`src/rtl/gcd_pkg.sv`:
```
// Shared types and constants for the gcd scheduler slice.
// Carries the scheduler state encoding and the width/requester limits.
package gcd_pkg;

  localparam int GCD_XLEN     = 32;
  localparam int GCD_NREQ_MAX = 16;

  typedef enum logic [1:0] {
    IDLE = 2'd0,
    LOAD = 2'd1,
    WAIT = 2'd2,
    RESP = 2'd3
  } sched_state_e;

endpackage

```
`src/rtl/gcd_sched_if.sv`:
```
// Requester and core-side bundle of gcd_sched.
// slave: the scheduler. master: the requesters plus the gcd core.
interface gcd_sched_if import gcd_pkg::*; #(
  parameter int XLEN = GCD_XLEN,
  parameter int NREQ = 4
) ();

  logic [NREQ-1:0]      req_valid_i;
  logic [NREQ-1:0]      req_ready_o;
  logic [NREQ*XLEN-1:0] req_a_i;
  logic [NREQ*XLEN-1:0] req_b_i;
  logic [NREQ-1:0]      rsp_valid_o;
  logic [NREQ-1:0]      rsp_ready_i;
  logic [XLEN-1:0]      rsp_gcd_o;
  logic                 gcd_ld_o;
  logic [XLEN-1:0]      gcd_a_o;
  logic [XLEN-1:0]      gcd_b_o;
  logic                 gcd_ready_i;
  logic                 gcd_valid_i;
  logic [XLEN-1:0]      gcd_result_i;

  modport slave (
    input  req_valid_i, req_a_i, req_b_i, rsp_ready_i,
    input  gcd_ready_i, gcd_valid_i, gcd_result_i,
    output req_ready_o, rsp_valid_o, rsp_gcd_o,
    output gcd_ld_o, gcd_a_o, gcd_b_o
  );

  modport master (
    output req_valid_i, req_a_i, req_b_i, rsp_ready_i,
    output gcd_ready_i, gcd_valid_i, gcd_result_i,
    input  req_ready_o, rsp_valid_o, rsp_gcd_o,
    input  gcd_ld_o, gcd_a_o, gcd_b_o
  );

endinterface

```
`src/rtl/gcd_sched_rr_arbiter.sv`:
```
// Combinational round-robin arbiter: grants the first requester at or
// after ptr, searching upward and wrapping.
module rr_arbiter #(
  parameter int N = 4
) (
  input  logic [N-1:0]         req,
  input  logic [$clog2(N)-1:0] ptr,
  output logic [N-1:0]         gnt,
  output logic [$clog2(N)-1:0] gnt_idx,
  output logic                 any
);

  localparam int IW = $clog2(N);

  always_comb begin
    int idx;
    idx     = 0;
    gnt     = '0;
    gnt_idx = '0;
    any     = 1'b0;
    for (int k = 0; k < N; k++) begin
      idx = int'(ptr) + k;
      if (idx >= N) idx = idx - N;
      if (!any && req[idx]) begin
        any          = 1'b1;
        gnt[idx]     = 1'b1;
        gnt_idx      = IW'(idx);
      end
    end
  end

endmodule

```
`src/rtl/gcd_sched.sv`:
```
// Round-robin scheduler sharing one gcd core among NREQ requesters,
// with a bypass that answers zero-operand pairs without the core.
module gcd_sched import gcd_pkg::*; #(
  parameter int XLEN = GCD_XLEN,
  parameter int NREQ = 4
) (
  input  logic                    clk_i,
  input  logic                    rst_i,
  gcd_sched_if.slave              bus,
  output logic                    busy_o,
  output logic [$clog2(NREQ)-1:0] owner_o
);

  localparam int IW = $clog2(NREQ);

  if (NREQ < 2 || NREQ > GCD_NREQ_MAX) begin : g_nreq_check
    $error("gcd_sched: NREQ must be within 2..GCD_NREQ_MAX");
  end

  function automatic logic [IW-1:0] wrap_inc(input logic [IW-1:0] v);
    return (int'(v) == NREQ - 1) ? '0 : v + 1'b1;
  endfunction

  function automatic logic is_bypass(input logic [XLEN-1:0] a, input logic [XLEN-1:0] b);
    return (a == '0) || (b == '0);
  endfunction

  sched_state_e    state, state_nxt;
  logic [IW-1:0]   ptr, owner, gnt_idx;
  logic [NREQ-1:0] gnt;
  logic            any;
  logic [XLEN-1:0] a_q, b_q, res_q, a_sel, b_sel;
  logic            grant, bypass, rsp_hs;

  rr_arbiter #(.N(NREQ)) u_arb (
    .req     (bus.req_valid_i),
    .ptr     (ptr),
    .gnt     (gnt),
    .gnt_idx (gnt_idx),
    .any     (any)
  );

  // Grant is masked by reset so req_ready_o stays low while rst_i is high.
  assign grant  = (state == IDLE) && any && bus.gcd_ready_i && !rst_i;
  assign a_sel  = bus.req_a_i[int'(gnt_idx)*XLEN +: XLEN];
  assign b_sel  = bus.req_b_i[int'(gnt_idx)*XLEN +: XLEN];
  assign bypass = is_bypass(a_sel, b_sel);
  assign rsp_hs = (state == RESP) && bus.rsp_ready_i[owner];

  always_ff @(posedge clk_i or posedge rst_i) begin
    if (rst_i) state <= IDLE;
    else       state <= state_nxt;
  end

  always_comb begin
    state_nxt       = state;
    bus.req_ready_o = '0;
    bus.rsp_valid_o = '0;
    bus.gcd_ld_o    = 1'b0;
    unique case (state)
      IDLE: begin
        if (grant) begin
          bus.req_ready_o = gnt;
          state_nxt       = bypass ? RESP : LOAD;
        end
      end
      LOAD: begin
        bus.gcd_ld_o = 1'b1;
        state_nxt    = WAIT;
      end
      WAIT: begin
        if (bus.gcd_valid_i) state_nxt = RESP;
      end
      RESP: begin
        bus.rsp_valid_o[owner] = 1'b1;
        if (rsp_hs) state_nxt = IDLE;
      end
      default: state_nxt = IDLE;
    endcase
  end

  // Operand, result, owner and pointer registers.
  always_ff @(posedge clk_i or posedge rst_i) begin
    if (rst_i) begin
      a_q   <= '0;
      b_q   <= '0;
      res_q <= '0;
      owner <= '0;
      ptr   <= '0;
    end else begin
      if (grant) begin
        a_q   <= a_sel;
        b_q   <= b_sel;
        owner <= gnt_idx;
        if (bypass) res_q <= a_sel | b_sel;
      end
      if (state == WAIT && bus.gcd_valid_i) res_q <= bus.gcd_result_i;
      if (rsp_hs) ptr <= wrap_inc(owner);
    end
  end

  assign bus.rsp_gcd_o = res_q;
  assign bus.gcd_a_o   = a_q;
  assign bus.gcd_b_o   = b_q;
  assign busy_o        = (state != IDLE);
  assign owner_o       = owner;

endmodule

```
`src/flat_wrapper.sv`:
```
// flat-port wrapper written by rule: the top's interface ports become plain ports
module gcd_sched_flat import gcd_pkg::*;
#(
  parameter int XLEN = GCD_XLEN,
  parameter int NREQ = 4
)
  (clk_i, rst_i, busy_o, owner_o, bus_req_valid_i, bus_req_a_i, bus_req_b_i, bus_rsp_ready_i, bus_gcd_ready_i, bus_gcd_valid_i, bus_gcd_result_i, bus_req_ready_o, bus_rsp_valid_o, bus_rsp_gcd_o, bus_gcd_ld_o, bus_gcd_a_o, bus_gcd_b_o);
  gcd_sched_if #(.XLEN(XLEN), .NREQ(NREQ)) bus_i ();
  input  logic clk_i;
  input  logic rst_i;
  output logic busy_o;
  output logic [$clog2(NREQ)-1:0] owner_o;
  input wire logic [$bits(bus_i.req_valid_i)-1:0] bus_req_valid_i;
  input wire logic [$bits(bus_i.req_a_i)-1:0] bus_req_a_i;
  input wire logic [$bits(bus_i.req_b_i)-1:0] bus_req_b_i;
  input wire logic [$bits(bus_i.rsp_ready_i)-1:0] bus_rsp_ready_i;
  input wire logic [$bits(bus_i.gcd_ready_i)-1:0] bus_gcd_ready_i;
  input wire logic [$bits(bus_i.gcd_valid_i)-1:0] bus_gcd_valid_i;
  input wire logic [$bits(bus_i.gcd_result_i)-1:0] bus_gcd_result_i;
  output wire logic [$bits(bus_i.req_ready_o)-1:0] bus_req_ready_o;
  output wire logic [$bits(bus_i.rsp_valid_o)-1:0] bus_rsp_valid_o;
  output wire logic [$bits(bus_i.rsp_gcd_o)-1:0] bus_rsp_gcd_o;
  output wire logic [$bits(bus_i.gcd_ld_o)-1:0] bus_gcd_ld_o;
  output wire logic [$bits(bus_i.gcd_a_o)-1:0] bus_gcd_a_o;
  output wire logic [$bits(bus_i.gcd_b_o)-1:0] bus_gcd_b_o;
  assign bus_i.req_valid_i = bus_req_valid_i;
  assign bus_i.req_a_i = bus_req_a_i;
  assign bus_i.req_b_i = bus_req_b_i;
  assign bus_i.rsp_ready_i = bus_rsp_ready_i;
  assign bus_i.gcd_ready_i = bus_gcd_ready_i;
  assign bus_i.gcd_valid_i = bus_gcd_valid_i;
  assign bus_i.gcd_result_i = bus_gcd_result_i;
  assign bus_req_ready_o = bus_i.req_ready_o;
  assign bus_rsp_valid_o = bus_i.rsp_valid_o;
  assign bus_rsp_gcd_o = bus_i.rsp_gcd_o;
  assign bus_gcd_ld_o = bus_i.gcd_ld_o;
  assign bus_gcd_a_o = bus_i.gcd_a_o;
  assign bus_gcd_b_o = bus_i.gcd_b_o;
  gcd_sched #(.XLEN(XLEN), .NREQ(NREQ)) u_core (.clk_i(clk_i), .rst_i(rst_i), .bus(bus_i), .busy_o(busy_o), .owner_o(owner_o));
endmodule
```
`config.mk`:
```
export PLATFORM = sky130hd
export DESIGN_NAME = gcd_sched_flat
export DESIGN_NICKNAME = d
export VERILOG_FILES = /design/src/rtl/gcd_pkg.sv /design/src/rtl/gcd_sched_if.sv /design/src/rtl/gcd_sched_rr_arbiter.sv /design/src/rtl/gcd_sched.sv /design/src/flat_wrapper.sv
export SDC_FILE = /design/constraint.sdc
export NUM_CORES = 1
export LEC_CHECK = 0
export CELL_PAD_IN_SITES_DETAIL_PLACEMENT = 0
export CELL_PAD_IN_SITES_GLOBAL_PLACEMENT = 1
export CORE_MARGIN = 8
export CORE_UTILIZATION = 31
export DETAILED_ROUTE_END_ITERATION = 6
export GPL_TIMING_DRIVEN = 0
export HOLD_SLACK_MARGIN = 0.03
export MAX_ROUTING_LAYER = met4
export PLACE_DENSITY = 0.94
export SLEW_MARGIN = 25
export SYNTH_ARGS = -nofsm -noshare
export SYNTH_HDL_FRONTEND = slang
export SYNTH_SLANG_ARGS = --single-unit
```
`constraint.sdc`:
```
create_clock -name clk_i -period 10.1 [get_ports clk_i]
set_input_delay 1.515 -clock clk_i [delete_from_list [all_inputs] [get_ports clk_i]]
set_output_delay 1.515 -clock clk_i [all_outputs]
set_load 0.02 [all_outputs]
```
# [Word-level counts from Yosys, hierarchy flattened]
# Cells that the tools add are included.
[totals] output_inout_bits=108 memories=0 regBits=102 word_cells=120 ramBits=0 in_bits=300 rom_bits=0 latchBits=0
[classes] bitwise=4 div_mod_pow=0 mux=53 shifts=2 n_mul=0 n_lt_le_gt_ge=14 addsub=8 n_eq_ne=7 reduce_logical=26
[ops] operator="128-bit by 8-bit variable part select with 32-bit output" count=2
[ops] operator="32-bit 2-to-1 mux" count=7
[ops] operator="32-bit by 1-bit >= comparator with 1-bit output (second input constant)" count=4
[ops] operator="32-bit by 4-bit < comparator with 1-bit output (second input constant)" count=4
[ops] operator="32-bit logical NOT" count=2
[ops] operator="32-bit bitwise OR" count=1
[ops] operator="4-bit 2-to-1 mux" count=7
[ops] operator="1-bit 2-to-1 mux" count=19
[ops] operator="2-bit 2-to-1 mux" count=9
[ops] operator="1-bit logical AND" count=13
[ops] operator="4-bit bitwise OR" count=3
[ops] operator="3-bit by 3-bit subtractor with 4-bit output (second input constant)" count=3
[ops] operator="1-bit binary-select mux with 2-bit select" count=5
[ops] operator="1-bit demux with 2-bit select" count=5
[ops] operator="3-bit >= comparator (second input constant)" count=3
[ops] operator="2-bit case mux with 4 select lines" count=1
[ops] operator="2-bit by 2-bit adder with 3-bit output (second input constant)" count=2
[ops] operator="2-bit nonzero test" count=3
[ops] operator="2-bit by 1-bit equality test with 1-bit output (second input constant)" count=2
[ops] operator="2-bit equality test (second input constant)" count=2
[ops] operator="1-bit logical NOT" count=4
[ops] operator="2-bit by 1-bit inequality test with 1-bit output (second input constant)" count=2
[ops] operator="2-bit by 3-bit subtractor with 4-bit output (second input constant)" count=1
[ops] operator="2-bit by 1-bit adder with 3-bit output (second input constant)" count=1
[ops] operator="other kinds (9)" count=9

# [Longest topological paths before layout]
[logic_depth] depth_word=21 ltp_mapped=23 depth_no_buf=14

# [Modules after synthesis]
# Synthesis repeated with hierarchy kept, for this count alone.
[unflattened] hier_cells=649 area_unflattened_um2=6567.5
[modules_own_cells] module="gcd_sched" n_inst=1 area_each_um2=6107.1 cells_per_inst=601
[modules_own_cells] module="rr_arbiter" n_inst=1 area_each_um2=460.4 cells_per_inst=48

# [Least setup slack after synthesis]
# No wires, ideal clock.
[synth_path] path_kind="input port to flip-flop" startpoint="input bus_req_valid_i[2]" endpoint="register u_core.res_q[31] (netlist: u_core.bus.rsp_gcd_o[31])" path_stages=14 setup_ps=123 path_slack_ps=5100 arrival_time_ps=4877 path_buffers=2 path_cell_list="buf_2 -> mux2i_2 -> mux2_2 -> nand3_1 -> clkbuf_1 -> o221ai_1 -> o22ai_1 -> a211oi_1 -> nand4_1 -> or4_4 -> nor4_4 -> o21ai_2 -> or4_1 -> o221a_2"
[synth_via] elab_chain_cells=18 word_cells_on_any_way=41 classes_between="shift: 2; mux: 23; bitwise: 1; reduce/logical: 15"
[synth_lines] item="start, declared" line="flat_wrapper.sv:13" text="input wire logic [$bits(bus_i.req_valid_i)-1:0] bus_req_valid_i;"
[synth_lines] item="1-bit binary-select mux with 2-bit select" line="gcd_sched_rr_arbiter.sv:24" text="if (!any && req[idx]) begin"
[synth_lines] item="1-bit 2-to-1 mux (not written as such) (2 in a row)" line="gcd_sched_rr_arbiter.sv:24"
[synth_lines] item="1-bit 2-to-1 mux" line="gcd_sched_rr_arbiter.sv:24"
[synth_lines] item="1-bit logical NOT" line="gcd_sched_rr_arbiter.sv:24"
[synth_lines] item="1-bit logical AND" line="gcd_sched_rr_arbiter.sv:24"
[synth_lines] item="1-bit 2-to-1 mux" line="gcd_sched_rr_arbiter.sv:24"
[synth_lines] item="1-bit logical NOT" line="gcd_sched_rr_arbiter.sv:24"
[synth_lines] item="1-bit logical AND" line="gcd_sched_rr_arbiter.sv:24"
[synth_lines] item="1-bit 2-to-1 mux" line="gcd_sched_rr_arbiter.sv:24"
[synth_lines] item="1-bit logical NOT" line="gcd_sched_rr_arbiter.sv:24"
[synth_lines] item="1-bit logical AND" line="gcd_sched_rr_arbiter.sv:24"
[synth_lines] item="2-bit 2-to-1 mux / 1-bit 2-to-1 mux (equally long branches)" line="gcd_sched_rr_arbiter.sv:24"
[synth_lines] item="128-bit by 8-bit variable part select with 32-bit output, or another cell as far along" line="gcd_sched.sv:45" text="assign a_sel = bus.req_a_i[int'(gnt_idx)*XLEN +: XLEN];"
[synth_lines] item="32-bit logical NOT, or another cell as far along" line="gcd_sched.sv:25" text="return (a == '0) || (b == '0);"
[synth_lines] item="1-bit logical OR, or another cell as far along" line="gcd_sched.sv:25"
[synth_lines] item="2-bit nonzero test (no line) / 32-bit 2-to-1 mux (equally long branches)"
[synth_lines] item="2-bit AND reduction (no line) / 32-bit 2-to-1 mux (equally long branches)"
[synth_lines] item="end signal, assigned" line="gcd_sched.sv:95" text="if (bypass) res_q <= a_sel | b_sel;"
[synth_lines] item="end signal, assigned" line="gcd_sched.sv:97" text="if (state == WAIT && bus.gcd_valid_i) res_q <= bus.gcd_result_i;"
[synth_lines] item="end, declared" line="gcd_sched.sv:32" text="logic [XLEN-1:0] a_q, b_q, res_q, a_sel, b_sel;"
# Several ways; a longest one is shown, not always the timed one. The select of a mux whose other input is x is not followed.
# A chain may end at the register's enable or synchronous reset.

# [Final worst setup path]
[layout_path] startpoint="register u_core.ptr[0]" endpoint="register u_core.res_q[7] (netlist: u_core.bus.rsp_gcd_o[7])"
[layout_via] elab_chain_cells=20 word_cells_on_any_way=56 classes_between="add/sub: 7; order compare: 4; shift: 2; mux: 27; bitwise: 1; reduce/logical: 15"
[layout_lines] item="start, declared" line="gcd_sched.sv:29" text="logic [IW-1:0] ptr, owner, gnt_idx;"
[layout_lines] item="start signal, assigned" line="gcd_sched.sv:98" text="if (rsp_hs) ptr <= wrap_inc(owner);"
[layout_lines] item="branches (longest 20 deep; another with 3-bit by 3-bit subtractor with 4-bit output)"
# Several ways; the timed one is not identified. The select of a mux whose other input is x is not followed.

==> qor.txt <==
Status -> finished clean
Die Width -> 186 um
Critical path's slowest cell -> nor4bb_1
Fin. max-slew vios -> 0
Max-slew headroom -> 32.8%
Clock Tree Root -> clkbuf_16
Post-Syn Area -> 8970 um2
Gate power share -> 76.5%
Largest stage delay, worst path -> 0.82 ns
Final net count -> 1996
Die area -> 34600 um2
Starting Density -> 31.3%
Critical path capture point type -> flop
Pre-antenna DRT Iters -> 5
Die Height -> 186 um
GP Congestion -> 0.974
# hold bufs at CTS -> 0
Max Cap Viol -> 0
Crit-path max FO -> 11
I/O pin count -> 408
CP delay by family, top -> buffers and inverters
Vias in the first global route -> 12100
Worst-Margin Slew -> 0.997 ns
# DRC -> 0
CTS tree -> done
Grt total ovfl -> 0
Seq cells post-synth -> 102
Critical path buffers and inverters -> 12
Clk pin slew, worst setup/hold paths -> 0.07 ns
Worst skew pair latency -> 0.35 ns
I/O Buffers -> 407
Ys async rst share -> 100%
CP Launch Type -> flop
Worst Hold Class -> reg -> reg
Vias/cell -> 5.92
NetSw -> 2.63 mW
Pwr/cell area -> 338 nW/um2
Pin count of the biggest net entering global routing -> 74
# rows -> 62
Most frequent cells after synthesis -> nand2_1, nor2_1, dfrtp_1, clkbuf_1, o21ai_0
WL final -> 54100 um
Total CTS buffers -> 9
Tot GR Track Use -> 31.0%
Period utilisation layout -> 72.9%
Sequential Area -> 2550 um2
Clock sinks -> 102
Worst path most repeated cell -> buf_2
Synth Net Count -> 1577
VDD IR-drop max -> 0.0983 mV
Endpoints failing setup -> 0
Multi-input gate area -> 5890 um2
Largest area contributor in the netlist -> dfrtp_1
Synth Area per Inst -> 7.09 um2
Cell Int Power -> 2.07 mW
FILL cells -> 2818
Clk buf depth -> 2
Setup CP Type -> reg -> reg
First-pass GRT wire length -> 78600 um
Distinct cells, synth -> 68
Post-DRT Antenna Nets -> 0
Clock group share of total power -> 8.0%
Switch share -> 56.0%
Initial antenna violation count -> 3
Vias -> 12300
Top-count cell post-synth -> nand2_1
Top FF cell, synth -> dfrtp_1
Wire per inst -> 26.0 um
Drt initial violations -> 1284
Sequential Power Share -> 15.5%
Synth Instances -> 1265
CTS resizes -> 0
Fin. Hold Viols -> 0
RSZ-0062 raised after global routing -> false
Fin Setup TNS -> 0 ns
Number of flops mapped to enable cells by yosys -> 0
H-tree lvl count -> 3
Post-layout instance area -> 13900 um2
Critical Path AT -> 7.58 ns
P&R area growth vs syn -> 54.9%
CP cell instances -> buf_6 > buf_2 > inv_1 > buf_1 > ha_1 > buf_2 > a221oi_2 > or2_2 > clkbuf_1 > buf_2 > buf_2 > buf_2 > buf_2 > a2bb2oi_1 > nand2_1 > nor4bb_1 > o21ai_2 > buf_2 > buf_2 > o22ai_1 > a21oi_1
Worst Skew -> 0.0105 ns
YS warnings -> 0
Core Area -> 28600 um2
Critical Path RT -> 10.32 ns
Post-route minimum period -> 7.36 ns
Sequential share of the synthesized area -> 28.4%
Placed instance area -> 13600 um2
Post-DP HPWL -> 44900 um
Main area contributors after synthesis -> dfrtp_1, nand2_1, nor2_1, o22ai_1, o221ai_1
Synth top area share -> 28.4%
Layout cell share with drive strength beyond 1 -> 5.09%
Leak pwr -> 5.54 nW
Post-CTS Setup Inserts -> 0
F_max -> 0.136 GHz
==> layer usage <==
metal	GRT usage, %	vias up	wire, um
li1	-	5505	-
met1	39.4	5905	22200
met2	49.0	770	25100
met3	4.68	121	4460
met4	11.9	0	2280
met5	-	-	0
==> sequential cells by signal, indices dropped and copies added (netlist names) <==
| signal | flops |
|---|---|
| u_core.owner_o | 2 |
| u_core.bus.rsp_gcd_o | 32 |
| u_core.bus.gcd_b_o | 32 |
| u_core.bus.gcd_a_o | 32 |
| u_core.ptr | 2 |
| u_core.state | 2 |
==> layout make-up <==
type / count / area share, %
Multi-Input combinational cell: 1033 / 42.4
Timing Repair Buffer: 408 / 29.5
Sequential cell: 102 / 18.4
Tap cell: 384 / 3.46
Buffer: 103 / 3.10
Clock buffer: 14 / 2.04
Inverter: 27 / 0.765
Clock inverter: 2 / 0.270
Antenna cell: 4 / 0.0720
==> power by group through the flow <==
stage | logic, mW | clock network [mW] | registers, mW
2_1_floorplan | 1.76 | 0 | 0.922
3_3_place_gp | 3.50 | 0 | 0.727
3_5_place_dp | 3.53 | 0 | 0.733
4_1_cts | 3.54 | 0.378 | 0.728
5_1_grt | 3.81 | 0.393 | 0.752
6_report | 3.59 | 0.374 | 0.730
==> cells in the final DEF, fill, tap and decap left out, drive strengths merged, types with 6 or more instances in the layout <==
| master | synthesis | final |
|---|---|---|
| inv | 27 | 27 |
| nor4 | 40 | 40 |
| o22a | 6 | 6 |
| nor3 | 35 | 35 |
| o22ai | 60 | 60 |
| and2 | 7 | 7 |
| buf | 36 | 37 |
| a211oi | 13 | 13 |
| o21a | 6 | 6 |
| a21oi | 44 | 44 |
| nand3 | 12 | 12 |
| o221ai | 42 | 42 |
| mux2 | 9 | 9 |
| o31ai | 16 | 16 |
| nand4 | 10 | 10 |
| a2bb2oi | 6 | 6 |
| clkdlybuf4s50 | 0 | 407 |
| nand2b | 12 | 12 |
| clkbuf | 67 | 81 |
| nor2 | 103 | 103 |
| o221a | 10 | 10 |
| o211ai | 11 | 11 |
| nor2b | 10 | 10 |
| or4 | 6 | 6 |
| nand2 | 326 | 326 |
| or3 | 19 | 19 |
| mux2i | 15 | 15 |
| and3 | 37 | 37 |
| ha | 12 | 12 |
| dfrtp | 102 | 102 |
| a31oi | 39 | 39 |
| o21ai | 69 | 69 |
==> tightest hold or removal path: stages (launching register included) <==
cell and delay [ns]:
dfrtp_1 0.34, nand2_1 0.05, nand2_1 0.06
==> logic make-up after synthesis <==
logic type,share of synthesized area (%)
multiplexers,3.60
buffers and inverters,5.93
AO/OA/AOI/OAI,28.5
flip-flops,28.4
adder cells (fa/ha/maj),1.67
AND/OR/NAND/NOR,31.8
==> final timing paths <==
kind,start,to,slack (ns),depth (start not counted)
hold reg to reg,u_core.bus.gcd_a_o[20],u_core.bus.gcd_a_o[20],0.48,2
hold / removal,u_core.bus.gcd_a_o[20],u_core.bus.gcd_a_o[20],0.48,2
setup reg to reg,u_core.ptr[0],u_core.bus.rsp_gcd_o[7],2.74,21
max in group asynchronous,rst_i,u_core.bus.gcd_b_o[1],7.86,3
min in group asynchronous,rst_i,u_core.bus.rsp_gcd_o[25],1.59,2
setup / recovery,u_core.ptr[0],u_core.bus.rsp_gcd_o[7],2.74,21
==> stage by stage <==
stage / power (mW) / worst slack (ns) / util (%) / hold WS [ns] / cells
global route: 4.95 / 2.55 / 48.5 / 0.494 / 2075
CTS: 4.65 / 2.99 / 48.5 / 0.479 / 2073
floorplan: 2.68 / 5.10 / - / 0.500 / 1265
detailed placement: 4.26 / 2.69 / 47.4 / 0.462 / 2057
global placement: 4.23 / 2.65 / 47.3 / 0.460 / 2056
finish: 4.70 / 2.74 / 48.5 / 0.479 / 2077
(Power assumes the default switching activity.)
